<file path="config.mk">
export PLATFORM = sky130hd
export DESIGN_NAME = mem_wb_stage
export DESIGN_NICKNAME = d
export VERILOG_FILES = /design/src/rtl/mem_wb_stage.sv
export SDC_FILE = /design/constraint.sdc
export NUM_CORES = 1
export LEC_CHECK = 0
export ABC_CLOCK_PERIOD_IN_PS = 6800
export CAP_MARGIN = 25
export CELL_PAD_IN_SITES_DETAIL_PLACEMENT = 1
export CELL_PAD_IN_SITES_GLOBAL_PLACEMENT = 1
export CORE_MARGIN = 5
export CORE_UTILIZATION = 31
export DETAILED_ROUTE_END_ITERATION = 10
export PLACE_DENSITY = 0.82
export RECOVER_POWER = 100
export SLEW_MARGIN = 5
export SYNTH_ARGS = -nofsm -noshare
export SYNTH_HDL_FRONTEND = slang
export SYNTH_SLANG_ARGS = --single-unit
</file>
<file path="constraint.sdc">
create_clock -name clk -period 6.8 [get_ports clk]
set_input_delay 2.04 -clock clk [delete_from_list [all_inputs] [get_ports clk]]
set_output_delay 2.04 -clock clk [all_outputs]
set_load 0.05 [all_outputs]
</file>
<file path="src/rtl/mem_wb_stage.sv">
// mem_wb_stage: memory/writeback stage of the 3-stage Riscv151 pipeline.
//
// Purpose:
//   Drives the data-cache request from execute-stage results. Registers the
//   instruction into writeback. Aligns and extends the synchronous dcache read
//   data, and produces the register-file write port. Also owns the tohost CSR
//   (0x51E) and a sticky misaligned-access flag.
//
// Optional feature (macro MEM_WB_INSTRET_EN):
//   When defined, adds a 32-bit retired-instruction counter output 'instret'.
//
// Ports:
//   clk, reset        clock, synchronous active-high reset
//   stall             memory-system stall, freezes all state in this stage
//   ex_*              execute-stage instruction fields
//   dcache_addr/re/we/din   combinational data-cache request
//   dcache_dout       dcache read data, valid one cycle after the request
//   wb_we/wb_rd/wb_data     register-file write port
//   csr               tohost CSR value
//   misalign_err      sticky misaligned-access flag
//   instret           retired-instruction counter (MEM_WB_INSTRET_EN only)
module mem_wb_stage #(
  parameter int          XLEN      = 32,
  parameter logic [31:0] CSR_RESET = 32'h0
) (
  input  logic            clk,
  input  logic            reset,
  input  logic            stall,
  input  logic            ex_valid,
  input  logic [XLEN-1:0] ex_pc,
  input  logic [XLEN-1:0] ex_alu_result,
  input  logic [XLEN-1:0] ex_store_data,
  input  logic [2:0]      ex_funct3,
  input  logic            ex_is_load,
  input  logic            ex_is_store,
  input  logic            ex_reg_we,
  input  logic [4:0]      ex_rd,
  input  logic [1:0]      ex_wb_sel,
  input  logic            ex_csr_we,
  input  logic [XLEN-1:0] ex_csr_wdata,
  output logic [XLEN-1:0] dcache_addr,
  output logic            dcache_re,
  output logic [3:0]      dcache_we,
  output logic [XLEN-1:0] dcache_din,
  input  logic [XLEN-1:0] dcache_dout,
  output logic            wb_we,
  output logic [4:0]      wb_rd,
  output logic [XLEN-1:0] wb_data,
  output logic [XLEN-1:0] csr,
  output logic            misalign_err
`ifdef MEM_WB_INSTRET_EN
  ,
  output logic [XLEN-1:0] instret
`endif
);

  localparam logic [1:0] SEL_ALU = 2'd0;
  localparam logic [1:0] SEL_MEM = 2'd1;
  localparam logic [1:0] SEL_PC4 = 2'd2;

  logic [1:0] offset;
  logic       misaligned;
  logic       mem_bad;
  logic [3:0] byte_mask;

  logic            valid_q,  valid_d;
  logic            reg_we_q, reg_we_d;
  logic [4:0]      rd_q,     rd_d;
  logic [1:0]      wb_sel_q, wb_sel_d;
  logic [2:0]      funct3_q, funct3_d;
  logic [XLEN-1:0] alu_q,    alu_d;
  logic [XLEN-1:0] pc4_q,    pc4_d;
  logic [XLEN-1:0] csr_q,    csr_d;
  logic            err_q,    err_d;

  logic [XLEN-1:0] shifted;
  logic [XLEN-1:0] load_data;

  // Request side: purely combinational from the execute slot. Address and
  // write data are forced to zero for an empty slot so the bus is quiet.
  always_comb begin
    offset     = ex_alu_result[1:0];
    misaligned = 1'b0;
    byte_mask  = 4'b0000;
    case (ex_funct3[1:0])
      2'b00: byte_mask = 4'b0001 << offset;
      2'b01: begin
        byte_mask  = 4'b0011 << offset;
        misaligned = offset[0];
      end
      2'b10: begin
        byte_mask  = 4'b1111;
        misaligned = (offset != 2'b00);
      end
      default: byte_mask = 4'b0000;
    endcase
    mem_bad     = misaligned & (ex_is_load | ex_is_store);
    dcache_addr = ex_valid ? {ex_alu_result[XLEN-1:2], 2'b00} : '0;
    dcache_din  = ex_valid ? (ex_store_data << {offset, 3'b000}) : '0;
    dcache_re   = ex_valid & ex_is_load & ~misaligned;
    dcache_we   = (ex_valid & ex_is_store & ~misaligned) ? byte_mask : 4'b0000;
  end

  // Next state for the writeback register, CSR and sticky flag. Everything
  // holds while stalled. Stores never write a register, whatever reg_we says.
  always_comb begin
    valid_d  = valid_q;
    reg_we_d = reg_we_q;
    rd_d     = rd_q;
    wb_sel_d = wb_sel_q;
    funct3_d = funct3_q;
    alu_d    = alu_q;
    pc4_d    = pc4_q;
    csr_d    = csr_q;
    err_d    = err_q;
    if (!stall) begin
      valid_d  = ex_valid & ~mem_bad;
      reg_we_d = ex_reg_we & ~ex_is_store;
      rd_d     = ex_rd;
      wb_sel_d = ex_wb_sel;
      funct3_d = ex_funct3;
      alu_d    = ex_alu_result;
      pc4_d    = ex_pc + 32'd4;
      if (ex_valid && ex_csr_we) csr_d = ex_csr_wdata;
      if (ex_valid && mem_bad)   err_d = 1'b1;
    end
  end

  always_ff @(posedge clk) begin
    if (reset) begin
      valid_q  <= 1'b0;
      reg_we_q <= 1'b0;
      rd_q     <= '0;
      wb_sel_q <= '0;
      funct3_q <= '0;
      alu_q    <= '0;
      pc4_q    <= '0;
      csr_q    <= CSR_RESET;
      err_q    <= 1'b0;
    end else begin
      valid_q  <= valid_d;
      reg_we_q <= reg_we_d;
      rd_q     <= rd_d;
      wb_sel_q <= wb_sel_d;
      funct3_q <= funct3_d;
      alu_q    <= alu_d;
      pc4_q    <= pc4_d;
      csr_q    <= csr_d;
      err_q    <= err_d;
    end
  end

  // Writeback side: the read data arrives this cycle, so lane alignment and
  // extension happen here using the captured byte offset and funct3.
  always_comb begin
    shifted = dcache_dout >> {alu_q[1:0], 3'b000};
    case (funct3_q)
      3'b000:  load_data = {{24{shifted[7]}}, shifted[7:0]};
      3'b001:  load_data = {{16{shifted[15]}}, shifted[15:0]};
      3'b010:  load_data = shifted;
      3'b100:  load_data = {24'd0, shifted[7:0]};
      3'b101:  load_data = {16'd0, shifted[15:0]};
      default: load_data = '0;
    endcase
    case (wb_sel_q)
      SEL_MEM: wb_data = load_data;
      SEL_PC4: wb_data = pc4_q;
      SEL_ALU: wb_data = alu_q;
      default: wb_data = alu_q;
    endcase
    wb_we        = valid_q & reg_we_q & (rd_q != 5'd0);
    wb_rd        = rd_q;
    csr          = csr_q;
    misalign_err = err_q;
  end

`ifdef MEM_WB_INSTRET_EN
  logic [XLEN-1:0] instret_q, instret_d;

  // Counts instructions leaving writeback; wraps naturally at 2^32.
  always_comb begin
    instret_d = instret_q;
    if (!stall && valid_q) instret_d = instret_q + 32'd1;
  end

  always_ff @(posedge clk) begin
    if (reset) instret_q <= '0;
    else       instret_q <= instret_d;
  end

  assign instret = instret_q;
`endif

endmodule

</file>
### After elaboration in Yosys (flattened, before gate mapping)

Index checks and enable logic that the tools add are counted.

* mux-type cells: 7
* shift operators: 4
* reduce and logical (&&, ||, !) cells: 8
* $add $sub $neg: 1
* eq/ne operators: 8
* bitwise gates (word level): 14

Operator list (number)
* $pmux W32 S5: 1
* $mux W32: 2
* $pmux W32 S2: 1
* $add A32 B3 Y32 const B: 1
* $shl A32 B5 Y32: 1
* $shr A32 B5 Y32: 1
* $pmux W4 S3: 1
* $and A1 B1 Y1: 9
* $eq A3 B3 Y1 const B: 2
* $reduce_bool A5 Y1: 1
* $eq A2 B1 Y1 const B: 2
* $eq A2 B2 Y1 const B: 2
* $mux W4: 1
* $not A1 Y1: 4
* $reduce_and A2 Y1: 2
* $shl A1 B2 Y4 const A: 1
* $shl A2 B2 Y4 const A: 1
* $eq A3 B1 Y1 const B: 1
* $eq A3 B2 Y1 const B: 1
* $logic_not A3 Y1: 1
* $logic_and A1 B1 Y1: 2
* $logic_not A2 Y1: 1
* $pmux W1 S2: 1
* $reduce_bool A2 Y1: 1
* $or A1 B1 Y1: 1

* word-level logic and storage cells: 51
* flip-flop bits (word level): 109
* output and inout port bits: 140
* input bits: 178

### Logic depth before layout (Yosys ltp)

* depth in word-level cells: 5
* depth in mapped cells: 7
* mapped depth without buffers: 6

### Worst setup path before layout

OpenSTA, ideal clock, no wires.

* kind: input to output
* from: in ex_funct3[1]
* to: out dcache_we[2]
* arrival time: 3994 ps
* stages on the path: 6
* data required time: 4760 ps
* path buffers: 0
* path slack: 766 ps
* cells stage by stage: inv_1 > ha_1 > o21ai_0 > a21oi_1 > nand3b_1 > a211oi_1

* cells in the longest elaborated chain, start to end: 5
* elaborated cells on any way between the ends: 8
* classes of those cells: eq/ne: 2; mux: 3; bitwise: 2; reduce/logical: 1

RTL lines
* start: declaration: RTL line 33 `input logic [2:0] ex_funct3,`
* $eq A2 B2 Y1 or $eq A2 B1 Y1 (tied branches): RTL line 85 `case (ex_funct3[1:0])`
* $pmux W1 S2: RTL line 85
* $not A1 Y1: RTL line 101 `dcache_we = (ex_valid & ex_is_store & ~misaligned) ? byte_mask : 4'b0000;`
* $and A1 B1 Y1: RTL line 101
* $mux W4 (*): RTL line 101
* end: declaration: RTL line 43 `output logic [3:0] dcache_we,`

Mark *: on every way between the ends. The rest lies on a longest branch, timed or not.

### Worst setup path in the final report

* from: in dcache_dout[23]
* to: out wb_data[12]

* cells in the longest elaborated chain, start to end: 3

RTL lines
* start: declaration: RTL line 45 `input logic [XLEN-1:0] dcache_dout,`
* $shr A32 B5 Y32: RTL line 156 `shifted = dcache_dout >> {alu_q[1:0], 3'b000};`
* $pmux W32 S5: RTL line 157 `case (funct3_q)`
* $pmux W32 S2: RTL line 165 `case (wb_sel_q)`
* end: declaration: RTL line 48 `output logic [XLEN-1:0] wb_data,`

Every way passes these cells.

==> flow_summary.json <==
{
  "outcome": "finished, violations left",
  "failed_checks": "max-capacitance violations, max-slew violations",
  "ant_nets": 0,
  "clock-skew-final_ns": 0,
  "reg2regPathDepth": 2,
  "cts_hold_buf": 0,
  "ys_ff_latch": 109,
  "grt_pass1_vias": 7977,
  "finalNetCount": 1328,
  "worst_pin_slew_ns": 3.102,
  "clk_latency_ns": 0.35,
  "rows": 54,
  "whs_ns": 0.4539,
  "vdd_drop_max_mv": 0.1157,
  "wl_per_cell_um": 21.38,
  "hold_violations": 0,
  "drive_gt1_share_pct": 7.913,
  "synth-edff-count": 0,
  "slew_viol_final": 65,
  "critPathArrivalTime_ns": 4.53,
  "num-fill-cells": 2614,
  "drtPass1Iterations": 5,
  "grt_pass1_wl_mm": 45.91,
  "antenna_found_initial": 5,
  "synth-seq-area-share_pct": 32.42,
  "yosys.area_share.simple_pct": 26.73,
  "synth-compound-area-share_pct": 19.65,
  "clk_pin_slew_ns": 0.07,
  "vias": 7710,
  "required_ns": 4.76,
  "drt_iter0_markers": 330,
  "yosys.area_share.xor_xnor_pct": 1.561,
  "slew_headroom_pct": -106.8,
  "grt_setup_unrepaired": "no",
  "period_share_pct": 96.59,
  "use_met1_pct": 27.87,
  "holdPathEnd": "csr[18]",
  "setup_ws_ns": 0.2317,
  "cts_tree": "built",
  "dieArea_sq_um": 24760,
  "synth_cell_types": 61,
  "synth_top_family_by_area": "simple AND/OR/NAND/NOR gates",
  "worstReg2RegStart": "alu_q[1]",
  "finalSetupViolCount": 0,
  "synthMuxAreaShare_pct": 13.74,
  "die_w_um": 157.4,
  "cts_buffer_depth": 2,
  "ctsResizeCount": 0,
  "rrSetupSlack_ns": 5.87,
  "dp_worst_setup_slack_ns": 0.3754,
  "grtUsageMet2_pct": 41.07,
  "grt_overflow": 0,
  "reg2reg_to": "alu_q[1]",
  "core_sq_um": 21620,
  "synthCells": 871,
  "syn-cell-area_sq_um": 6731,
  "finalWeightedCongestion": 0.8900,
  "syn_avg_cell_area_sq_um": 7.728,
  "hold_path.startpoint": "csr[18]",
  "areaGrowthSynthToFinish_pct": 52.25,
  "ys.flop_type": "dfxtp_1",
  "setup.worst_path.end_class": "output pin",
  "cts-buffers-inserted": 9,
  "grt_max_degree": 65,
  "grt-busiest-layer": "met2",
  "start_kind": "input port",
  "p_leak_nw": 4.025,
  "grt_use_met3_pct": 7.671,
  "hold_path_depth": 2,
  "synth_warnings": 0,
  "finalSetupTns_ns": 0,
  "viasPerCell": 5.380,
  "synth_adder_area_share_pct": 0.9294,
  "initial_core_util_pct": 31.13,
  "drc": 0,
  "ioPinCount": 318,
  "ys_async_sr_fraction_pct": 0,
  "clock_tree.root_cell": "clkbuf_16",
  "htreeDepth": 3,
  "crit_fanout": 5,
  "numClockSinks": 109,
  "numPortBuffers": 315,
  "p_total_mw": 1.931,
  "globalRouteTotalUtil_pct": 23.79,
  "drt-total-wl_mm": 30.64,
  "post_cts_buffers": 0,
  "fin_crit_ns": 6.568,
  "dp.final_hpwl_mm": 23.86,
  "powerDensity_nw_per_um2": 188.4,
  "hold_class": "reg -> reg",
  "fmax_mhz": 152.2,
  "path_class": "in -> out",
  "maxCapViolCount": 1,
  "die_h_um": 157.4
}
==> power breakdown <==
part	internal, mW	switching [mW]	total (mW)
clock network	0.304	0.270	0.574
logic	0.249	0.411	0.659
registers	0.673	0.0244	0.698
==> registers in the layout, summed over array words and instances (netlist names) <==
register,cells
wb_rd,5
wb_sel_q,2
funct3_q,3
alu_q,32
csr,32
misalign_err,1
valid_q,1
pc4_q,32
reg_we_q,1
==> layout by cell type, fill, tap and decap left out, types with 9 or more instances in the layout <==
cell type,count
buf_4,27
o21ai_0,24
mux2i_1,80
clkdlybuf4s50_1,171
a211oi_1,11
and2_1,25
inv_1,9
nand4_1,11
o31ai_1,9
clkbuf_1,55
mux2_2,9
nand2_1,150
buf_12,20
and2_0,23
a21oi_1,55
nor2_1,94
o221ai_1,14
a311oi_1,14
dlygate4sd3_1,53
clkbuf_16,9
nand3_1,12
dfxtp_1,109
nor2b_1,14
==> cells in the mapped netlist, drive strengths merged (4+ instances only) <==
library cell	number	area [sq um]
nand2b	4	25.02
o22ai	5	31.28
o211ai	7	52.55
clkbuf	61	229.0
a22oi	7	52.55
xor2	7	61.31
and2	48	300.3
o31ai	9	67.56
o22a	5	43.79
mux2	9	101.4
a211oi	11	82.58
nand4	12	81.33
nand3	12	60.06
inv	10	37.53
and3	4	25.02
mux2i	80	800.8
a32oi	6	52.55
and4	5	45.04
a211o	6	52.55
a21oi	55	275.3
nand2	150	563.0
o21ai	24	120.1
buf	13	65.05
nor2	94	352.8
or4	8	63.81
nor4	7	43.79
nor2b	14	87.58
o221ai	14	122.6
a311oi	14	122.6
nor3	6	30.03
o2bb2ai	7	61.31
or3	6	38.79
a221oi	5	43.79
ha	5	62.56
dfxtp	109	2182
o211a	8	80.08
xnor2	5	43.79
==> cell families after synthesis <==
logic type,Yosys count
xor gates and xnor gates,12
other,1
DFF,109
AOI/OAI and AO/OA,190
and+or+nand+nor,380
buffers and inverters,84
muxes,90
adders and majority gates,5
==> worst max path at each step <==
stage | from | to | slack, ns | depth (start not counted)
floorplan | ex_funct3[1] | dcache_we[2] | 0.77 | 6
finish | dcache_dout[23] | wb_data[12] | 0.23 | 6
CTS | dcache_dout[31] | wb_data[14] | 0.37 | 6
detailed placement | dcache_dout[31] | wb_data[14] | 0.38 | 6
global placement | dcache_dout[31] | wb_data[11] | 0.41 | 6
global route | dcache_dout[23] | wb_data[13] | 0.14 | 6
==> critical path: stages <==
cell and delay (ns):
dlygate4sd3_1 0.59, mux4_2 0.52, and3b_1 0.30, a21oi_1 0.16, o221ai_1 0.12, dlygate4sd3_1 0.79
==> through the flow <==
stage	utilization [%]	cell area, sq um	std cells
after floorplan	-	6735	872
after global placement	48.17	10420	1411
after detailed placement	48.37	10460	1413
after CTS	49.83	10770	1429
after global routing	47.40	10250	1433
final	47.40	10250	1433
==> cell type report <==
class / instances / area (sq um) / share of cell area [%]
multi-input cells: 679 / 4222 / 41.19
repair buffers: 336 / 3134 / 30.58
flip-flops and latches: 109 / 2182 / 21.29
well taps: 280 / 350.3 / 3.418
clock buffers: 10 / 239.0 / 2.332
clock inverters: 6 / 76.32 / 0.7447
inverters: 10 / 37.54 / 0.3663
diodes: 3 / 7.507 / 0.07325
==> layer usage <==
| layer | part of all wire (%) | vias up |
|---|---|---|
| li1 | - | 3641 |
| met1 | 39 | 3705 |
| met2 | 49 | 297 |
| met3 | 8.7 | 63 |
| met4 | 3.3 | 4 |
| met5 | 0.088 | - |
Note: power is estimated with default switching activity, not from simulation.
